File: config.mk
export PLATFORM = sky130hd
export DESIGN_NAME = ft245_async_rx_fifo
export DESIGN_NICKNAME = d
export VERILOG_FILES = /design/src/rtl/ft245_async_rx_fifo.sv
export SDC_FILE = /design/constraint.sdc
export NUM_CORES = 1
export LEC_CHECK = 0
export CAP_MARGIN = 20
export CORE_ASPECT_RATIO = 2
export CORE_MARGIN = 3
export CORE_UTILIZATION = 35
export CTS_BUF_LIST = sky130_fd_sc_hd__clkbuf_4
export DETAILED_ROUTE_END_ITERATION = 8
export HOLD_SLACK_MARGIN = 0.06
export MAX_ROUTING_LAYER = met4
export SLEW_MARGIN = 20
export SYNTH_ARGS = -nofsm -noshare
export SYNTH_HDL_FRONTEND = slang
export SYNTH_SLANG_ARGS = --single-unit
File: constraint.sdc
create_clock -name clk -period 3.4 [get_ports clk]
set_clock_uncertainty 0.1 [all_clocks]
set_input_delay 0.51 -clock clk [delete_from_list [all_inputs] [get_ports clk]]
set_output_delay 0.51 -clock clk [all_outputs]
set_load 0.05 [all_outputs]
File: src/rtl/ft245_async_rx_fifo.sv
// FT2232H asynchronous FT245 read front end: strobes usb_rdn, captures usb_d into a
// show-ahead FIFO and presents it as a valid/ready stream. Define FT245_RXF_SYNC_EN to synchronise usb_rxfn.
module ft245_async_rx_fifo #(
   parameter int RD_LOW_CYC  = 3,
   parameter int RD_HIGH_CYC = 2,
   parameter int FIFO_AW     = 4
) (
   input  logic               clk,
   input  logic               reset,
   input  logic [7:0]         usb_d,
   input  logic               usb_rxfn,
   output logic               usb_rdn,
   output logic [7:0]         m_data,
   output logic               m_valid,
   input  logic               m_ready,
   output logic [FIFO_AW:0]   fifo_level,
   output logic [15:0]        rx_count
);

   localparam int               DEPTH     = 1 << FIFO_AW;
   localparam logic [FIFO_AW:0] DEPTH_L   = (FIFO_AW+1)'(DEPTH);
   localparam logic [7:0]       LOW_LOAD  = 8'(RD_LOW_CYC - 1);
   localparam logic [7:0]       HIGH_LOAD = 8'(RD_HIGH_CYC - 1);

   typedef enum logic [1:0] {
      ST_IDLE    = 2'd0,
      ST_STROBE  = 2'd1,
      ST_RECOVER = 2'd2
   } state_t;

   state_t             state_r;
   logic [7:0]         cnt_r;
   logic               rdn_r;
   logic               rxf_q_s;
   logic [7:0]         mem_r [DEPTH];
   logic [FIFO_AW:0]   wr_ptr_r;
   logic [FIFO_AW:0]   rd_ptr_r;
   logic [FIFO_AW:0]   level_r;
   logic               valid_r;
   logic [7:0]         data_r;
   logic [15:0]        rx_count_r;

   logic               push_s;
   logic               pop_s;
   logic [FIFO_AW:0]   rd_next_s;
   logic [FIFO_AW:0]   level_next_s;
   logic [7:0]         head_next_s;

`ifdef FT245_RXF_SYNC_EN
   logic rxf_meta_r;
   logic rxf_sync_r;

   // Two-flop synchroniser for the asynchronous data-available pin.
   always_ff @(posedge clk or negedge reset) begin
      if (!reset) begin
         rxf_meta_r <= 1'b1;
         rxf_sync_r <= 1'b1;
      end else begin
         rxf_meta_r <= usb_rxfn;
         rxf_sync_r <= rxf_meta_r;
      end
   end

   assign rxf_q_s = rxf_sync_r;
`else
   assign rxf_q_s = usb_rxfn;
`endif

   // Capture happens on the very edge that raises usb_rdn.
   assign push_s = (state_r == ST_STROBE) && (cnt_r == 8'd0);
   assign pop_s  = valid_r && m_ready;

   // Next read pointer, next occupancy and next head byte for the show-ahead register.
   always_comb begin
      rd_next_s    = rd_ptr_r;
      level_next_s = level_r;
      head_next_s  = data_r;
      if (pop_s) begin
         rd_next_s = rd_ptr_r + {{FIFO_AW{1'b0}}, 1'b1};
      end else begin
         rd_next_s = rd_ptr_r;
      end
      case ({push_s, pop_s})
         2'b10:   level_next_s = level_r + {{FIFO_AW{1'b0}}, 1'b1};
         2'b01:   level_next_s = level_r - {{FIFO_AW{1'b0}}, 1'b1};
         default: level_next_s = level_r;
      endcase
      // A byte written into the slot the head is about to point at bypasses the array.
      if (push_s && (wr_ptr_r[FIFO_AW-1:0] == rd_next_s[FIFO_AW-1:0])) begin
         head_next_s = usb_d;
      end else begin
         head_next_s = mem_r[rd_next_s[FIFO_AW-1:0]];
      end
   end

   // Strobe sequencer: IDLE -> STROBE (rdn low) -> RECOVER (rdn high) -> IDLE.
   always_ff @(posedge clk or negedge reset) begin
      if (!reset) begin
         state_r <= ST_IDLE;
         cnt_r   <= 8'd0;
         rdn_r   <= 1'b1;
      end else begin
         case (state_r)
            ST_IDLE: begin
               if (!rxf_q_s && (level_r < DEPTH_L)) begin
                  state_r <= ST_STROBE;
                  rdn_r   <= 1'b0;
                  cnt_r   <= LOW_LOAD;
               end
            end
            ST_STROBE: begin
               if (cnt_r == 8'd0) begin
                  state_r <= ST_RECOVER;
                  rdn_r   <= 1'b1;
                  cnt_r   <= HIGH_LOAD;
               end else begin
                  cnt_r <= cnt_r - 8'd1;
               end
            end
            ST_RECOVER: begin
               if (cnt_r == 8'd0) begin
                  state_r <= ST_IDLE;
               end else begin
                  cnt_r <= cnt_r - 8'd1;
               end
            end
            default: begin
               state_r <= ST_IDLE;
               rdn_r   <= 1'b1;
               cnt_r   <= 8'd0;
            end
         endcase
      end
   end

   // FIFO storage; contents need no reset since pointers define validity.
   always_ff @(posedge clk) begin
      if (push_s) begin
         mem_r[wr_ptr_r[FIFO_AW-1:0]] <= usb_d;
      end
   end

   // Pointers, occupancy, stream outputs and capture counter.
   always_ff @(posedge clk or negedge reset) begin
      if (!reset) begin
         wr_ptr_r   <= '0;
         rd_ptr_r   <= '0;
         level_r    <= '0;
         valid_r    <= 1'b0;
         data_r     <= 8'h00;
         rx_count_r <= 16'h0000;
      end else begin
         if (push_s) begin
            wr_ptr_r   <= wr_ptr_r + {{FIFO_AW{1'b0}}, 1'b1};
            rx_count_r <= rx_count_r + 16'd1;
         end
         rd_ptr_r <= rd_next_s;
         level_r  <= level_next_s;
         valid_r  <= (level_next_s != '0);
         data_r   <= head_next_s;
      end
   end

   assign usb_rdn    = rdn_r;
   assign m_data     = data_r;
   assign m_valid    = valid_r;
   assign fifo_level = level_r;
   assign rx_count   = rx_count_r;

endmodule

==> results.md <==
- In this run the worst hold path is classified as in2async.
- Post-CTS repair changed the size of 0 cells.
- In this run the worst setup path begins at cnt_r[0].
- The worst register-to-register path begins at cnt_r[0].
- Across the run, the number of max-cap violations was 0.
- The post-synthesis average cell area is between 10 and 15 um^2.
- The area of the core region is around 0.022 mm^2.
- The sum of overflow across all layers after global routing is 0.
- The top cell types in the final layout, fill and taps aside, are edfxtp_1, nand2_1, dfrtp_1.
- The startpoint kind of the worst setup timing path is a flip-flop.
- The net count of the finished layout is 676.
- The first global-routing pass estimated 30100 um of wire.
- Dividing total power by cell area gives a power density of 823 mW/mm^2.
- After clock tree synthesis, the flow added hold-fix buffers numbering 1.
- The initial antenna violation count came to 1.
- In the final layout, the share of cells above drive strength 1 is 12.9%.
- CTS placed an instance of clkbuf_4 at the clock tree root.
- The placed instances occupy a cell area of about 0.0087 mm^2.
- The summed area of non-filler cells in the final layout is 0.00903 mm^2.
- The clock sink count is between 150 and 200.
- The most critical setup path has its endpoint at m_valid.
- In this run the core area contains 76 standard-cell rows.
- The time the worst path needs with I/O delays and setup is approximately 3.2 ns.
- The count of pins over their slew limit is 0.
- The final-report hold violation count is 0.
- The worst slack at placement is 0.175 ns.
- Dividing the detail-routed via count by the number of cells gives between 5 and 6.
- The leading register cell type out of synthesis is edfxtp_1.
- The total number of vias is roughly 5000.
- The destination of the worst register-to-register timing path is m_valid.
- STA puts the critical path data required time at about 3.8 ns.
- The flow ran to the end, and the final reports show no timing, DRC or antenna violations.
- For this run, design rule violations remaining after detail routing come to 0.
- The number of iterations in the first detailed-routing pass is 7.
- The detailed router finished its first iteration with between 200 and 300 violations.
- The leakage power figure is 0.00327 uW.
- The final critical-path setup slack is 0.245 ns.
- The overall track demand over capacity in global routing is ~17%.
- The number of post-CTS setup repair buffers is 0.
- The number of different library cells used by synthesis comes to between 50 and 60.
- The fraction of the cycle the final worst path needs is roughly 93%.
- In this run, synthesis produced a sequential element count of about 180.
- The layout-stage area growth over the synthesis result is 15.3%.
- The summed negative setup slack over all endpoints is 0 ns.
- The area enclosed by the die boundary is 0.0243 mm^2.
- The summed instance area of the synthesized netlist is around 0.0078 mm^2.
- The count of input and output buffers is 42.
- In this run, CTS created clock tree buffers numbering 17.
- The peak supply drop is ~0.47 mV.
- Excluding fillers, the count of instances in the completed layout stands at approximately 940.
- At the worst endpoint, the arrival time is approximately 3.5 ns.
- The count of filler cells inserted in the layout is slightly above 2000.
- For the pin with the worst max-slew slack, the measured transition is between 0.7 and 0.8 ns.
- The count of yosys warnings during synthesis is 0.
- The number of synthesized flops with an enable pin is roughly 130.
- Counting every net in the synthesized netlist gives ~600.
- The async set-reset flop share out of synthesis is 27.7%.
- By startpoint and endpoint, the worst setup path is classified as reg2reg.
- The pin count of the biggest net entering global routing is 33.
- The final weighted congestion in routability-driven placement is 0.867.
- The highest clock rate is 317 MHz.
- The average wire per standard cell is between 20 and 25 um.
- The horizontal die dimension is around 110 um.
- Clock latency on the worst-skew pair, taken at its later pin, is 0.58 ns.
- After clock tree synthesis, the clock-pin slew on the worst setup and hold paths is 0.14 ns.
- The wire length reported by the detailed router is 19000 um.
- Setup repair after global routing left no endpoint under its margin.
- The sequential element share of the synthesized area is roughly two thirds.
- The worst reg2reg path depth is 15.
- The initial core utilization is 36.0%.
- The most common library cell in the layout ignoring fill and taps is edfxtp_1.
- The y dimension of the die is between 200 and 250 um.
- Counting tap cells, the placed design contains a total of 907 instances.
- The via count of the first global-routing pass came to 5235.
- 43 I/O pins were placed.
- The worst relative slew slack is roughly 51%.
- Setup violations remaining at the end of the flow were counted as 0.
- The longest clock path from root to sink contains 2 buffers.
- The H-tree depth is 4.
- The setup check on the worst reg-to-reg path leaves a slack of 0.25 ns.
- STA classifies the critical path endpoint as a flip-flop.
- Synthesis produced a netlist whose cell count is 586.
- In this run the worst path has a maximum fanout of 4.
- The placed wire-length estimate is approximately 14000 um.
- TritonCTS built the clock tree.
- The detail route stage leaves a number of antenna-violating nets equal to 0.
synthesized netlist by cell type (5+ instances only):
master	count	share of area (%)
a2111oi_0	8	0.90
a211o_1	8	0.90
a21boi_0	10	0.96
a21oi_1	20	1.3
a221oi_1	25	2.8
a22oi_1	9	0.86
a32oi_1	8	0.90
and2_1	17	1.4
and3_1	12	0.96
clkbuf_1	15	0.72
dfrtp_1	48	15
edfxtp_1	128	49
ha_1	10	1.6
inv_1	6	0.29
mux2i_1	32	4.1
nand2_1	54	2.6
nand3_1	24	1.5
nand4_1	6	0.48
nor2_1	22	1.1
nor2b_1	5	0.40
nor3_1	9	0.58
nor4_1	8	0.64
o21ai_0	15	0.96
xnor2_1	19	2.1
xor2_1	14	1.6
worst max-delay path: stages, from the launching register on:
cell,delay (ns)
dfrtp_1,0.43
inv_1,0.09
ha_1,0.18
nor3b_2,0.17
nand2_1,0.13
nor2_4,0.15
inv_4,0.04
ha_1,0.21
xor2_1,0.17
ha_2,0.21
a21oi_2,0.12
xor2_1,0.16
nor2_1,0.07
xor2_1,0.15
or3_1,0.36
or3_1,0.31
routing by layer:
layer	share of wire [%]	up-vias	global-route usage, %
met3	3.5	54	3.30
met4	6.3	0	10.2
met2	55	163	29.7
met1	35	2515	16.6
met5	0	-	-
li1	-	2379	-
cell families after synthesis:
kind of cell    share of synthesized area (%)
simple gates                             11.6
buf+inv                                  2.32
compound gates                           11.2
xor+xnor                                 3.98
flops                                    64.8
mux                                      4.52
fa+ha+maj                                1.60
final cells by class:
cell class | instances | area [um^2] | area share [%]
Sequential cell | 177 | 5070 | 56.2
Tap cell | 273 | 342 | 3.78
Antenna cell | 1 | 2.50 | 0.0277
Timing Repair Buffer | 76 | 686 | 7.59
Clock buffer | 19 | 143 | 1.58
Clock inverter | 13 | 161 | 1.79
Inverter | 9 | 36.3 | 0.402
Multi-Input combinational cell | 373 | 2590 | 28.7
report_power, final:
part	switching (uW)	leakage, uW	internal, uW
Clock	718	0.000157	527
Sequential	256	0.00177	2550
Combinational	2100	0.00134	1290
state kept, by name (all words and copies together) (netlist names):
name	cells
mem_r	128
rx_count	16
cnt_r	8
m_data	8
fifo_level	5
rd_ptr_r	4
wr_ptr_r	4
state_r	2
m_valid	1
usb_rdn	1
stage by stage:
| step | hold WS (ns) | power (uW) | util (%) |
|---|---|---|---|
| after floorplan | 0.114 | 5080 | - |
| after global placement | 0.369 | 6160 | 40.0 |
| after detailed placement | 0.395 | 6240 | 40.0 |
| after CTS | 0.378 | 7500 | 41.5 |
| after global routing | 0.415 | 7880 | 41.5 |
| final | 0.398 | 7430 | 41.5 |
worst min path at each step:
stage                 start            to  slack (ns)
4_1_cts               reset   rx_count[2]        0.38
5_1_grt               reset      cnt_r[6]        0.41
3_3_place_gp   rx_count[15]  rx_count[15]        0.37
2_1_floorplan         reset      cnt_r[0]        0.11
3_5_place_dp   rx_count[14]  rx_count[14]        0.40
6_report              reset   rx_count[8]        0.40
(Power assumes the default switching activity.)
